File: config.mk
export PLATFORM = sky130hd
export DESIGN_NAME = pin_verify_flat
export DESIGN_NICKNAME = d
export VERILOG_FILES = /design/src/rtl/atm_pkg.sv /design/src/rtl/pin_verify_if.sv /design/src/rtl/pin_timer.sv /design/src/rtl/pin_verify.sv /design/src/flat_wrapper.sv
export SDC_FILE = /design/constraint.sdc
export NUM_CORES = 1
export LEC_CHECK = 0
export BUFFER_PORTS_ARGS = -buffer_cell sky130_fd_sc_hd__clkbuf_2
export CORE_AREA = 2 2 72 74
export CTS_CLUSTER_DIAMETER = 200
export DETAILED_ROUTE_END_ITERATION = 12
export DIE_AREA = 0 0 74 76
export GPL_TIMING_DRIVEN = 0
export PLACE_DENSITY = 0.87
export SETUP_SLACK_MARGIN = 0.3
export SYNTH_ARGS = -nofsm -noshare
export SYNTH_HDL_FRONTEND = slang
export SYNTH_SLANG_ARGS = --single-unit
File: constraint.sdc
create_clock -name clk -period 2.3 [get_ports clk]
set_clock_uncertainty 0.1 [all_clocks]
set_input_delay 0 -clock clk [delete_from_list [all_inputs] [get_ports clk]]
set_output_delay 0 -clock clk [all_outputs]
set_load 0.005 [all_outputs]
File: src/rtl/atm_pkg.sv
// Shared types and defaults for the ATM PIN-verification slice.
package atm_pkg;

   typedef enum logic [2:0] {
      IDLE,
      ENTER,
      CHECK,
      GRANTED,
      LOCKED,
      EJECT
   } pin_state_t;

   localparam int unsigned PIN_DIGITS      = 4;
   localparam int unsigned DEF_MAX_TRIES   = 3;
   localparam int unsigned DEF_TIMEOUT_CYC = 1000;

   function automatic logic is_bcd(input logic [3:0] d);
      return d <= 4'd9;
   endfunction

endpackage

File: src/rtl/pin_verify_if.sv
// Card/keypad/status bundle between the card handler, keypad and the PIN verifier.
interface pin_verify_if #(
   parameter int unsigned PASS_WIDTH = 16
);
   logic                  pass_flag;
   logic [PASS_WIDTH-1:0] password;
   logic                  card_out;
   logic                  session_end;
   logic [3:0]            digit;
   logic                  digit_valid;
   logic                  pin_ok;
   logic                  pin_locked;
   logic                  eject_card;
   logic [1:0]            tries_left;
   logic [2:0]            digit_count;

   modport master (
      output pass_flag, password, card_out, session_end, digit, digit_valid,
      input  pin_ok, pin_locked, eject_card, tries_left, digit_count
   );

   modport slave (
      input  pass_flag, password, card_out, session_end, digit, digit_valid,
      output pin_ok, pin_locked, eject_card, tries_left, digit_count
   );
endinterface

File: src/rtl/pin_timer.sv
// Saturating idle timer; expired holds once LIMIT-1 cycles have elapsed since clear.
module pin_timer #(
   parameter int unsigned LIMIT = 1000
) (
   input  logic clk,
   input  logic reset_n,
   input  logic clear,
   input  logic enable,
   output logic expired
);
   localparam int unsigned W = (LIMIT > 1) ? $clog2(LIMIT) : 1;
   localparam logic [W-1:0] LAST = W'(LIMIT - 1);

   logic [W-1:0] count;

   always_ff @(posedge clk or negedge reset_n) begin
      if (!reset_n)
         count <= '0;
      else if (clear)
         count <= '0;
      else if (enable && (count != LAST))
         count <= count + W'(1);
   end

   assign expired = (count == LAST);
endmodule

File: src/rtl/pin_verify.sv
// ATM PIN entry/verification FSM: collects 4 BCD digits, compares, grants, locks or ejects.
module pin_verify
   import atm_pkg::*;
#(
   parameter int unsigned PASS_WIDTH  = 16,
   parameter int unsigned MAX_TRIES   = DEF_MAX_TRIES,
   parameter int unsigned TIMEOUT_CYC = DEF_TIMEOUT_CYC
) (
   input  logic         clk,
   input  logic         reset_n,
   pin_verify_if.slave  bus
);
   pin_state_t            state;
   logic [PASS_WIDTH-1:0] entry;
   logic [PASS_WIDTH-1:0] pin_ref;
   logic                  digit_acc;
   logic                  go_idle;
   logic                  timer_clr;
   logic                  timer_en;
   logic                  timer_exp;

   assign digit_acc = (state == ENTER) && bus.digit_valid && is_bcd(bus.digit) &&
                      (bus.digit_count < 3'(PIN_DIGITS)) && !bus.card_out;
   assign timer_clr = (state != ENTER) || digit_acc;
   assign timer_en  = (state == ENTER);

   pin_timer #(
      .LIMIT (TIMEOUT_CYC)
   ) u_timer (
      .clk     (clk),
      .reset_n (reset_n),
      .clear   (timer_clr),
      .enable  (timer_en),
      .expired (timer_exp)
   );

   // Every exit to IDLE funnels through go_idle so the cleanup is written once.
   always_comb begin
      go_idle = 1'b0;
      unique case (state)
         ENTER, CHECK: go_idle = bus.card_out;
         GRANTED:      go_idle = bus.session_end || bus.card_out;
         LOCKED:       go_idle = bus.card_out;
         EJECT:        go_idle = 1'b1;
         default:      go_idle = 1'b0;
      endcase
   end

   always_ff @(posedge clk or negedge reset_n) begin
      if (!reset_n) begin
         state           <= IDLE;
         entry           <= '0;
         pin_ref         <= '0;
         bus.pin_ok      <= 1'b0;
         bus.pin_locked  <= 1'b0;
         bus.eject_card  <= 1'b0;
         bus.tries_left  <= '0;
         bus.digit_count <= '0;
      end else begin
         bus.eject_card <= 1'b0;
         if (go_idle) begin
            state           <= IDLE;
            entry           <= '0;
            pin_ref         <= '0;
            bus.pin_ok      <= 1'b0;
            bus.pin_locked  <= 1'b0;
            bus.tries_left  <= '0;
            bus.digit_count <= '0;
         end else begin
            unique case (state)
               IDLE: if (bus.pass_flag) begin
                  pin_ref         <= bus.password;
                  entry           <= '0;
                  bus.tries_left  <= 2'(MAX_TRIES);
                  bus.digit_count <= '0;
                  state           <= ENTER;
               end
               ENTER: begin
                  if (bus.digit_count == 3'(PIN_DIGITS)) begin
                     state <= CHECK;
                  end else if (digit_acc) begin
                     entry           <= {entry[PASS_WIDTH-5:0], bus.digit};
                     bus.digit_count <= bus.digit_count + 3'd1;
                  end else if (timer_exp) begin
                     state          <= EJECT;
                     bus.eject_card <= 1'b1;
                  end
               end
               CHECK: begin
                  if (entry == pin_ref) begin
                     bus.pin_ok <= 1'b1;
                     state      <= GRANTED;
                  end else if (bus.tries_left <= 2'd1) begin
                     bus.tries_left <= '0;
                     bus.pin_locked <= 1'b1;
                     state          <= LOCKED;
                  end else begin
                     bus.tries_left  <= bus.tries_left - 2'd1;
                     entry           <= '0;
                     bus.digit_count <= '0;
                     state           <= ENTER;
                  end
               end
               default: ;
            endcase
         end
      end
   end
endmodule

File: src/flat_wrapper.sv
// flat-port wrapper written by rule: the top's interface ports become plain ports
module pin_verify_flat import atm_pkg::*;
#(
   parameter int unsigned PASS_WIDTH  = 16,
   parameter int unsigned MAX_TRIES   = DEF_MAX_TRIES,
   parameter int unsigned TIMEOUT_CYC = DEF_TIMEOUT_CYC
)
  (clk, reset_n, bus_pass_flag, bus_password, bus_card_out, bus_session_end, bus_digit, bus_digit_valid, bus_pin_ok, bus_pin_locked, bus_eject_card, bus_tries_left, bus_digit_count);
  pin_verify_if #(.PASS_WIDTH(PASS_WIDTH)) bus_i ();
  input  logic clk;
  input  logic reset_n;
  input wire logic [$bits(bus_i.pass_flag)-1:0] bus_pass_flag;
  input wire logic [$bits(bus_i.password)-1:0] bus_password;
  input wire logic [$bits(bus_i.card_out)-1:0] bus_card_out;
  input wire logic [$bits(bus_i.session_end)-1:0] bus_session_end;
  input wire logic [$bits(bus_i.digit)-1:0] bus_digit;
  input wire logic [$bits(bus_i.digit_valid)-1:0] bus_digit_valid;
  output wire logic [$bits(bus_i.pin_ok)-1:0] bus_pin_ok;
  output wire logic [$bits(bus_i.pin_locked)-1:0] bus_pin_locked;
  output wire logic [$bits(bus_i.eject_card)-1:0] bus_eject_card;
  output wire logic [$bits(bus_i.tries_left)-1:0] bus_tries_left;
  output wire logic [$bits(bus_i.digit_count)-1:0] bus_digit_count;
  assign bus_i.pass_flag = bus_pass_flag;
  assign bus_i.password = bus_password;
  assign bus_i.card_out = bus_card_out;
  assign bus_i.session_end = bus_session_end;
  assign bus_i.digit = bus_digit;
  assign bus_i.digit_valid = bus_digit_valid;
  assign bus_pin_ok = bus_i.pin_ok;
  assign bus_pin_locked = bus_i.pin_locked;
  assign bus_eject_card = bus_i.eject_card;
  assign bus_tries_left = bus_i.tries_left;
  assign bus_digit_count = bus_i.digit_count;
  pin_verify #(.PASS_WIDTH(PASS_WIDTH), .MAX_TRIES(MAX_TRIES), .TIMEOUT_CYC(TIMEOUT_CYC)) u_core (.clk(clk), .reset_n(reset_n), .bus(bus_i));
endmodule
# Yosys cells after proc, flatten, opt, wreduce, memory -nomap -nowiden
# Index checks and enable logic that the tools add are counted.
# op_classes
add_sub_neg	3
n_mul	0
n_div	0
n_lt_le_gt_ge	3
eq_ne	18
n_shift	0
muxes	45
n_bitwise	0
n_reduce_logical	24
# ops
operator	n
$mux W16	9
$pmux W16 S3	1
$mux W3	13
$mux W10	2
$pmux W3 S3	2
$eq A16 B16 Y1	1
$mux W1	12
$ne A3 B2 Y1 const B	4
$reduce_bool A2 Y1	6
$add A10 B1 Y10 const B	1
$eq A10 B10 Y1 const B	1
$ne A10 B10 Y1 const B	1
$eq A3 B3 Y1 const B	3
$mux W2	4
$eq A3 B2 Y1 const B	2
$ne A3 B1 Y1 const B	2
$reduce_and A3 Y1	2
$reduce_and A6 Y1	1
$logic_and A1 B1 Y1	5
$le A4 B4 Y1 const B	1
$ne A4 B1 Y1 const B	1
$ne A4 B4 Y1 const B	1
$pmux W2 S2	1
$reduce_and A2 Y1	2
other kinds (14)	15
# totals
regBits	53
latchBits	0
ram_bits	0
rom_bits	0
in_bits	26
elab_cells	102
memories	0

# Logic depth before layout (Yosys ltp)
# Gate-level depths: netlist of run 1.
# logic_depth
ltp_word	9
mapped_depth	8
depth_no_buf	7

# Hierarchy
# From an unflattened synthesis of run 1, not the netlist that was laid out.
# hier_totals
cells_unflattened	299
hier_area_um2	2695.1
# by_module_without_submodules
module	n_inst	cells_each	area_per_inst_um2	seq_area_each_um2
pin_verify	1	241	2150.8	1076.0
pin_timer	1	58	544.3	250.2

# Least setup slack after synthesis of run 1
# Ideal clock, no wire load.
# synth_path
path_type	reg2reg
startpoint	reg u_core.state[0]
endpoint	reg u_core.entry[12]
t_arrival_ns	1.880
t_required_ns	2.075
slack_ns	0.195
path_stages_with_launch	7
n_path_buf	1
synth_period_minus_slack_ns	2.105
path_cell_list	dfrtp_1 -> buf_2 -> inv_1 -> a221oi_4 -> nor2_1 -> a211oi_4 -> mux2_2
# synth_between
elab_chain_len	7
word_cells_on_any_way	21
# synth_lines
item	line	text
start: declaration	pin_verify.sv:13	pin_state_t state;
start signal: assignment	pin_verify.sv:51	state <= IDLE;
start signal: assignment	pin_verify.sv:62	state <= IDLE;
start signal: assignment	pin_verify.sv:76	state <= ENTER;
branches (longest 7 deep; another with $reduce_and A6 Y1)	n/a	
end signal: assignment	pin_verify.sv:82	entry <= {entry[PASS_WIDTH-5:0], bus.digit};
end: declaration	pin_verify.sv:14	logic [PASS_WIDTH-1:0] entry;
# Parallel ways; which one is timed is not known.
# A chain may end at the register's enable or synchronous reset.

# Worst setup path after layout of run 1
# layout_path
startpoint	reg u_core.state[0]
endpoint	reg u_core.entry[14]
# Same word-level chain as after synthesis.

==> impl_metrics.ini, run 1 <==
[status]
status = finished with violations
violations = hold timing

[layout]
area_delta_synth_final_pct = 36.6
fin_cells = 436
fin_nets = 394
multiInputGateArea_mm2 = 0.00139
n_antenna_cell = 0
fin_util_pct = 75.1
drive_above_1_share_pct = 27.3
regArea_mm2 = 0.00133
nFillCells = 288

[pwr]
ir_drop_uv = 517
leakagePower_nw = 1.68
powerDensity_mw_per_mm2 = 1200

[cts]
root_buffer = clkbuf_8
clock_latency_ns = 0.32
clk_pin_slew_worst_paths_ns = 0.11
htreeDepth = 2
cts_tree = done
numCtsBuffers = 5
cts_buffer_depth = 2
clock-sinks = 53

[floorplan]
start_util_pct = 55.0
io_pins = 34
die_h_um = 76
die_w_um = 74
dieArea_mm2 = 0.00562
rows = 26
core-area_mm2 = 0.00491

[detailed_routing]
firstDrtPassIters = 5
antenna_left = 0
vias = 2566
drc_errors = 0
vias_per_cell = 5.89
finalWirelength_um = 7760
wire_per_inst_um = 17.8
drtIter0Drc = 331

[yosys]
synth_compound_area_share_pct = 11.4
synth-simple-area-share_pct = 19.1
synth-xor-area-share_pct = 7.46
synthesis.nets = 308
synth.cell_area_mm2 = 0.00270
ys_ff_latch = 53
synth_top_family_by_area = simple AND/OR/NAND/NOR gates
yosys.area_share.adder_pct = 1.39
syn-instance-count = 279
synth_mux_area_share_pct = 7.41
yosys_warnings = 0
ys_seq_area_share_pct = 49.1
ys_types = 45
syn_area_per_cell_um2 = 9.68

[critical_path]
startpoint_type = flop
cp_max_fo = 7
arrival_ns = 2.25
critPathTopFamily = simple AND/OR/NAND/NOR gates
crit_buf_inv = 3
crit_top_cell = buf_6
end_kind = flop
cp_data_required_time_ns = 2.40
cpPeakStageDelay_ns = 0.41
path_cells = buf_6 > buf_6 > nor4bb_4 > nor2_1 > nand2_2 > a211oi_4 > buf_6 > mux2_4
crit_type = reg -> reg
slowest_stage = dfrtp_1

[placement]
dp_cells = 382
place.detailed.hpwl_um = 4090
dp_slack_ns = -0.0416
io_buffers = 33
place.gp.congestion = 0.904

[grt]
grt_pass1_vias = 2359
grt_pass1_wl_um = 11300
grt_overflow = 0
grt_max_degree = 54
antenna_found_initial = 0
track_usage_pct = 26.2

[timing]
drv_slew = 0
worst_pin_slew_ns = 0.602
fin_setup_tns_ns = 0
fin_ws_ns = 0.150
grt_setup_unrepaired = yes
finalSetupViolCount = 0
finalHoldViolCount = 8
period_share_pct = 93.5
relSlewSlack_pct = 59.8
hold_ws_ns = -0.0217
min_period_ns = 2.15
fmax_ghz = 0.465

[flow_run]
cap_violations = 0

[min_path]
min_path_type = in -> async
-- through the flow --
step | area, µm² | power, W
3_5_place_dp | 2980 | 0.00296
6_report | 3690 | 0.00442
2_1_floorplan | 2730 | 0.00257
3_3_place_gp | 2980 | 0.00289
5_1_grt | 3690 | 0.00461
4_1_cts | 3490 | 0.00397
-- registers in the layout (all words and copies together), names as in the netlist --
| signal | count |
|---|---|
| u_core.pin_ref | 16 |
| u_core.bus.eject_card | 1 |
| u_core.bus.pin_ok | 1 |
| u_core.entry | 16 |
| u_core.bus.digit_count | 3 |
| u_core.state | 3 |
| u_core.bus.pin_locked | 1 |
| u_core.bus.tries_left | 2 |
| u_core.u_timer.count | 10 |
-- per-layer routing --
layer  up-vias  global-route usage (%)  part of all wire, %
met3        39                    6.48                  7.8
li1       1132                       -                    -
met1      1226                    34.4                   39
met2       169                    40.1                   48
met5         -                       0                    0
met4         0                    12.9                  4.4
-- cell families (layout without fill, tap and decap cells) --
logic type | Yosys count | in the layout
flip-flops | 53 | 53
AND/OR/NAND/NOR | 111 | 111
multiplexers | 19 | 19
XOR/XNOR | 23 | 23
AO/OA/AOI/OAI | 43 | 44
buffers and inverters | 27 | 113
adder cells (fa/ha/maj) | 3 | 3
-- worst register-to-register path, cell delays in order (launching register included) --
cell,delay (ns)
dfrtp_1,0.41
buf_6,0.13
buf_6,0.12
nor4bb_4,0.17
nor2_1,0.15
nand2_2,0.15
a211oi_4,0.32
buf_6,0.18
mux2_4,0.30
-- final timing paths --
| check | end | cells after the start | start | slack (ns) |
|---|---|---|---|---|
| hold / removal | u_core.u_timer.count[2] | 2 | reset_n | -0.02 |
| setup / recovery | u_core.entry[14] | 8 | u_core.state[0] | 0.15 |
| min in group clk | u_core.state[0] | 4 | bus_digit_valid | 0.11 |
| max in group asynchronous | u_core.pin_ref[2] | 3 | reset_n | 1.60 |
| setup reg to reg | u_core.entry[14] | 8 | u_core.state[0] | 0.15 |
| hold reg to reg | u_core.bus.pin_locked | 1 | u_core.bus.pin_locked | 0.43 |
-- repair_timing --
action	4_1_cts	5_1_grt
buffers inserted	14	8
hold buffers	21	0
pin swaps	8	10
endpoints found under the hold margin	73	0
resized for setup	18	30
endpoints found under the setup margin	32	36
gates cloned	1	1
-- cells in the final DEF (no fill, tap or decap), drive strengths merged, types with 4 or more instances in the layout --
master,count
nand2,56
dfrtp,53
clkbuf,47
buf,30
nor2,24
a21oi,22
dlygate4sd3,21
xnor2,18
inv,14
mux2i,11
nand4,9
mux2,8
a211oi,6
xor2,5
nor3,4
-- synth_stat cells --
cell type  count  share of area (%)
and3_1         2               0.46
mux2_2         8                3.3
nand4b_1       1               0.32
a41oi_1        1               0.32
dfrtp_1       53                 49
nor4_2         1               0.46
o31ai_1        1               0.28
inv_1         14                1.9
o21ai_0        1               0.19
a211oi_4       1               0.74
nor4bb_1       1               0.37
xnor2_1       18                5.8
a221oi_4       1               0.97
o211ai_1       2               0.56
and4_1         2               0.65
o21bai_1       1               0.28
a2111o_1       1               0.42
and2_1         1               0.23
a41o_1         1               0.37
mux2i_1       11                4.1
ha_1           3                1.4
o22ai_1        1               0.23
nor4b_1        1               0.32
nor4_1         1               0.23
and2_0         1               0.23
nor2_1        24                3.3
a211oi_1       4                1.1
xor2_1         5                1.6
o2111ai_1      1               0.32
nand3_1        1               0.19
a21oi_1       22                4.1
buf_2          2               0.37
nand4_1        9                2.1
nand2_1       56                7.8
o21ai_1        1               0.19
o221ai_1       1               0.32
o211a_1        1               0.37
clkbuf_1      10                1.4
buf_6          1               0.42
nor3_1         4               0.74
nor3b_1        2               0.56
o21ba_2        1               0.37
or3b_2         1               0.32
a21o_1         1               0.28
or4_1          3               0.83
-- power by group --
group | internal (W) | switching (W)
Clock | 0.000356 | 0.000316
Combinational | 0.00111 | 0.00122
Sequential | 0.00117 | 0.000242
Total | 0.00264 | 0.00178
-- cell type report --
cell class / count / share of cell area [%]
Sequential cell: 53 / 36.0
Clock inverter: 1 / 0.814
Buffer: 13 / 2.81
Inverter: 14 / 1.42
Clock buffer: 7 / 2.34
Multi-Input combinational cell: 200 / 37.7
Timing Repair Buffer: 78 / 16.6
Tap cell: 70 / 2.37
Note: power is estimated with default switching activity, not from simulation.
==> inputs of run 2 (changes only) <==
Settings changed: GPL_TIMING_DRIVEN 0 to default, MAX_ROUTING_LAYER from default to met4, SLEW_MARGIN from default to 20.
==> run 2 against run 1 <==
Compared with the run above: the flow now finishes without violations; final cell count unchanged; global-route usage increased by 1.3 points; register-to-register slack worse by 0.03 ns; final area down 0.37%; largest cell class unchanged; highest routed layer unchanged.
==> impl_metrics.ini, run 2 (synthesis gave the netlist of run 1 again) <==
[critical_path]
cp_max_fo = 7
crit_type = reg -> reg
reg2reg_from = u_core.entry[6]
rr_worst_depth = 7
regToRegEndpoint = u_core.entry[13]
cpPeakStageDelay_ns = 0.44
end_kind = flop
startpoint_type = flop
cp_data_required_time_ns = 2.41
slowest_stage = dfrtp_1
path_cells = xnor2_1 > nand4_1 > nor4_4 > a211oi_4 > buf_4 > buf_12 > mux2_4
arrival_ns = 2.30
reg2reg_slack_ns = 0.12

[cts]
cts_tree = done
root_buffer = clkbuf_8
cts_buffer_depth = 2
numCtsBuffers = 5
clock_latency_ns = 0.31
clock-sinks = 53
clk_pin_slew_worst_paths_ns = 0.10
htreeDepth = 2

[timing]
finalHoldViolCount = 0
period_share_pct = 94.9
fmax_ghz = 0.458
worst_pin_slew_ns = 0.478
fin_ws_ns = 0.117
drv_slew = 0
grt_setup_unrepaired = yes
finalSetupViolCount = 0
relSlewSlack_pct = 68.1
min_period_ns = 2.18
hold_ws_ns = 0.0398
fin_setup_tns_ns = 0

[layout]
drive_above_1_share_pct = 30.1
area_delta_synth_final_pct = 36.1
fin_cells = 436
fin_nets = 394
n_antenna_cell = 0
reg_top3 = u_core.entry (16), u_core.pin_ref (16), u_core.u_timer.count (10)
nFillCells = 305
final_common_cell = nand2_1
final_cell_mix = nand2_1 (54), dfrtp_1 (51), clkbuf_2 (33), buf_4 (27), nor2_1 (23)

[detailed_routing]
vias = 2469
firstDrtPassIters = 5
finalWirelength_um = 7520
drc_errors = 0
vias_per_cell = 5.66
wire_per_inst_um = 17.2
antenna_left = 0
drtIter0Drc = 183

[grt]
grt_overflow = 0
grt_pass1_vias = 2361
antenna_found_initial = 0
grt_pass1_wl_um = 11500
track_usage_pct = 27.5
grt_max_degree = 39

[floorplan]
io_pins = 34
die_h_um = 76
die_w_um = 74
core-area_mm2 = 0.00491
dieArea_mm2 = 0.00562
rows = 26
start_util_pct = 55.0

[flow_run]
cap_violations = 0

[min_path]
min_path_type = in -> async

[pwr]
ir_drop_uv = 496
leakagePower_nw = 1.68
powerDensity_mw_per_mm2 = 1200

[placement]
io_buffers = 33
dp_slack_ns = -0.275
dp_cells = 390
place.detailed.hpwl_um = 4240
place.gp.congestion = 0.933

[status]
status = finished, final reports clean
[run 2: cell count changes in the layout (fill, tap and decap cells not counted), sizes merged]
cell	change
a211oi	-1
buf	+8
clkbuf	-9
clkinv	+1
inv	+1
[run 2: routing by layer]
metal  share of wire [%]  GRT usage, %
met5                   0             -
met4                 3.2          10.5
met3                 6.0          4.89
met2                  49          41.1
met1                  42          37.5
[run 2: cell type report]
type	instances	area, µm²	area share (%)
multi-input combinational	199	1370	37.2
tap	70	87.6	2.38
clock buffer	5	68.8	1.87
sequential	53	1330	36.1
inverter	14	52.6	1.43
timing repair buffer	92	727	19.8
clock inverter	3	43.8	1.19
[run 2: worst max-delay path, delay by kind of cell, from the launching register on]
| kind | cells | cell delay (ns) |
|---|---|---|
| AND/OR/NAND/NOR | 2 | 0.57 |
| flip-flops | 1 | 0.44 |
| buffers and inverters | 2 | 0.29 |
| multiplexers | 1 | 0.29 |
| XOR/XNOR | 1 | 0.27 |
| AO/OA/AOI/OAI | 1 | 0.12 |
[run 2: stage by stage]
step / total power (W) / util (%) / area [µm²]
after global routing: 0.00464 / 74.8 / 3680
final: 0.00441 / 74.8 / 3680
after detailed placement: 0.00305 / 62.8 / 3080
after global placement: 0.00299 / 62.8 / 3080
after CTS: 0.00405 / 72.1 / 3540
after floorplan: 0.00257 / - / 2730
[run 2: worst max-delay path by stage]
stage               cells after the start       startpoint  slack (ns)               end
floorplan                               6  u_core.state[0]        0.28  u_core.entry[12]
global placement                        5  u_core.state[1]       -0.21  u_core.entry[14]
detailed placement                      5  u_core.state[1]       -0.27   u_core.entry[4]
CTS                                     8  u_core.state[0]        0.22  u_core.entry[13]
global route                            7  u_core.entry[0]        0.09  u_core.entry[13]
finish                                  7  u_core.entry[6]        0.12  u_core.entry[13]
[run 2: power by group]
| part | leakage (nW) | switching (W) | internal (W) | total [W] |
|---|---|---|---|---|
| Sequential | 0.718 | 0.000238 | 0.00118 | 0.00141 |
| Combinational | 0.906 | 0.00118 | 0.00116 | 0.00234 |
| Clock | 0.0585 | 0.000338 | 0.000327 | 0.000665 |
| Total | 1.68 | 0.00175 | 0.00266 | 0.00441 |
[run 2: repair_timing]
action / CTS / global route
setup endpoints to repair: 20 / 38
gates cloned: 1 / 0
setup buffers: 10 / 6
hold endpoints to repair: 35 / 0
gates resized for setup: 6 / 20
pin swaps: 8 / 11
hold buffers: 21 / 0
==> inputs of run 3 (changes only) <==
Settings changed: PLACE_DENSITY 0.87 to default, PLACE_DENSITY_LB_ADDON from default to 0.12.
==> run 3 against run 2 <==
Compared with the run above: count of clock-buffer cells in the layout up 3; via count is 8.3% lower; sequential power is essentially flat; final area decreased by 5.1%; largest cell class unchanged.
==> impl_metrics.ini, run 3 (synthesis gave the netlist of run 1 again) <==
[floorplan]
dieArea_mm2 = 0.00562
die_w_um = 74
io_pins = 34
die_h_um = 76
start_util_pct = 55.0
core-area_mm2 = 0.00491
rows = 26

[layout]
drive_above_1_share_pct = 25.3
nFillCells = 381
fin_util_pct = 71.0
n_antenna_cell = 0
fin_nets = 384
multiInputGateArea_mm2 = 0.00133
reg_top3 = u_core.entry (16), u_core.pin_ref (16), u_core.u_timer.count (10)
regArea_mm2 = 0.00133
final_area_mm2 = 0.00349
final_common_cell = nand2_1
area_delta_synth_final_pct = 29.1
fin_cells = 426
final_cell_mix = nand2_1 (55), dfrtp_1 (51), clkbuf_2 (33), buf_4 (25), nor2_1 (23)

[cts]
clk_pin_slew_worst_paths_ns = 0.10
htreeDepth = 2
clock_latency_ns = 0.30
clock-sinks = 53
root_buffer = clkbuf_8
cts_tree = done
numCtsBuffers = 5
cts_buffer_depth = 2

[placement]
place.detailed.hpwl_um = 4070
place_area_mm2 = 0.00304
io_buffers = 33
place.gp.congestion = 0.797
dp_cells = 383

[detailed_routing]
drtIter0Drc = 138
firstDrtPassIters = 4
drc_errors = 0
wire_per_inst_um = 14.3
vias = 2265
vias_per_cell = 5.32
finalWirelength_um = 6090
antenna_left = 0

[timing]
period_share_pct = 88.6
relSlewSlack_pct = 50.6
finalHoldViolCount = 0
fmax_ghz = 0.491
worst_pin_slew_ns = 0.740
hold_ws_ns = 0.0574
finalSetupViolCount = 0
grt_setup_unrepaired = yes
drv_slew = 0
min_period_ns = 2.04
fin_setup_tns_ns = 0

[min_path]
hold_path_depth = 4
whs_endpoint = u_core.state[0]
min_path_type = in -> reg
worstHoldStart = bus_digit_valid

[critical_path]
rr_worst_depth = 7
cp_data_required_time_ns = 2.39
reg2reg_slack_ns = 0.26
regToRegEndpoint = u_core.entry[13]
arrival_ns = 2.13
crit_type = reg -> reg
reg2reg_from = u_core.state[1]
cp_max_fo = 16
startpoint_type = flop
end_kind = flop

[flow_run]
cap_violations = 0

[grt]
grt_overflow = 0
grt_pass1_vias = 2318
grt_max_degree = 30
track_usage_pct = 24.7
antenna_found_initial = 0
grt_pass1_wl_um = 10600

[pwr]
powerDensity_mw_per_mm2 = 1100
ir_drop_uv = 535
leakagePower_nw = 1.60

[status]
status = finished, final reports clean
-- run 3: cell count changes in the layout (fill, tap and decap cells not counted), sizes merged --
cell,delta
bufinv,-1
clkbuf,+3
inv,-1
clkinv,-1
buf,-10
-- run 3: cell type report --
class / count / share of cell area, %
multi-input cells: 199 / 38.1
flip-flops and latches: 53 / 38.1
repair buffers: 82 / 17.2
clock buffers: 8 / 2.58
well taps: 70 / 2.51
inverters: 14 / 1.51
-- run 3: per-stage QoR --
step | setup slack [ns] | total power, W
final | 0.262 | 0.00383
after global routing | 0.215 | 0.00411
after CTS | 0.279 | 0.00373
after detailed placement | 0.153 | 0.00307
after global placement | 0.167 | 0.00303
after floorplan | 0.281 | 0.00257
-- run 3: timing repair --
action,in CTS,in global routing
endpoints found under the setup margin,16,22
hold buffers,21,0
pin swaps,1,1
buffers inserted,9,4
cloned,0,1
endpoints found under the hold margin,47,0
resized for setup,2,6
-- run 3: worst max path at each step --
stage	from	to	cells after the start
finish	u_core.state[1]	u_core.entry[13]	7
CTS	u_core.state[1]	u_core.entry[13]	6
global placement	u_core.state[1]	u_core.entry[13]	6
detailed placement	u_core.state[1]	u_core.entry[13]	6
floorplan	u_core.state[0]	u_core.entry[12]	6
global route	u_core.state[1]	u_core.entry[6]	7
-- run 3: worst max-delay path: stages, from the launching register on --
cell	delay (ns)
dfrtp_2	0.48
buf_4	0.17
buf_4	0.15
a2111o_1	0.33
a21oi_2	0.19
a211oi_4	0.07
buf_12	0.16
mux2_4	0.29
-- run 3: where the power goes --
part	total, W	internal [W]	leakage, nW	switching (W)
Clock	0.000541	0.000246	0.0455	0.000295
Combinational	0.00191	0.000907	0.836	0.00100
Sequential	0.00138	0.00118	0.718	0.000206
-- run 3: metal layers --
layer  up-vias  GRT usage, %  part of all wire (%)
li1       1107             -                     -
met1      1107          34.3                    48
met2        46          37.6                    48
met3         5          3.97                   3.3
met4         0          7.27                  0.74
met5         -             -                     0
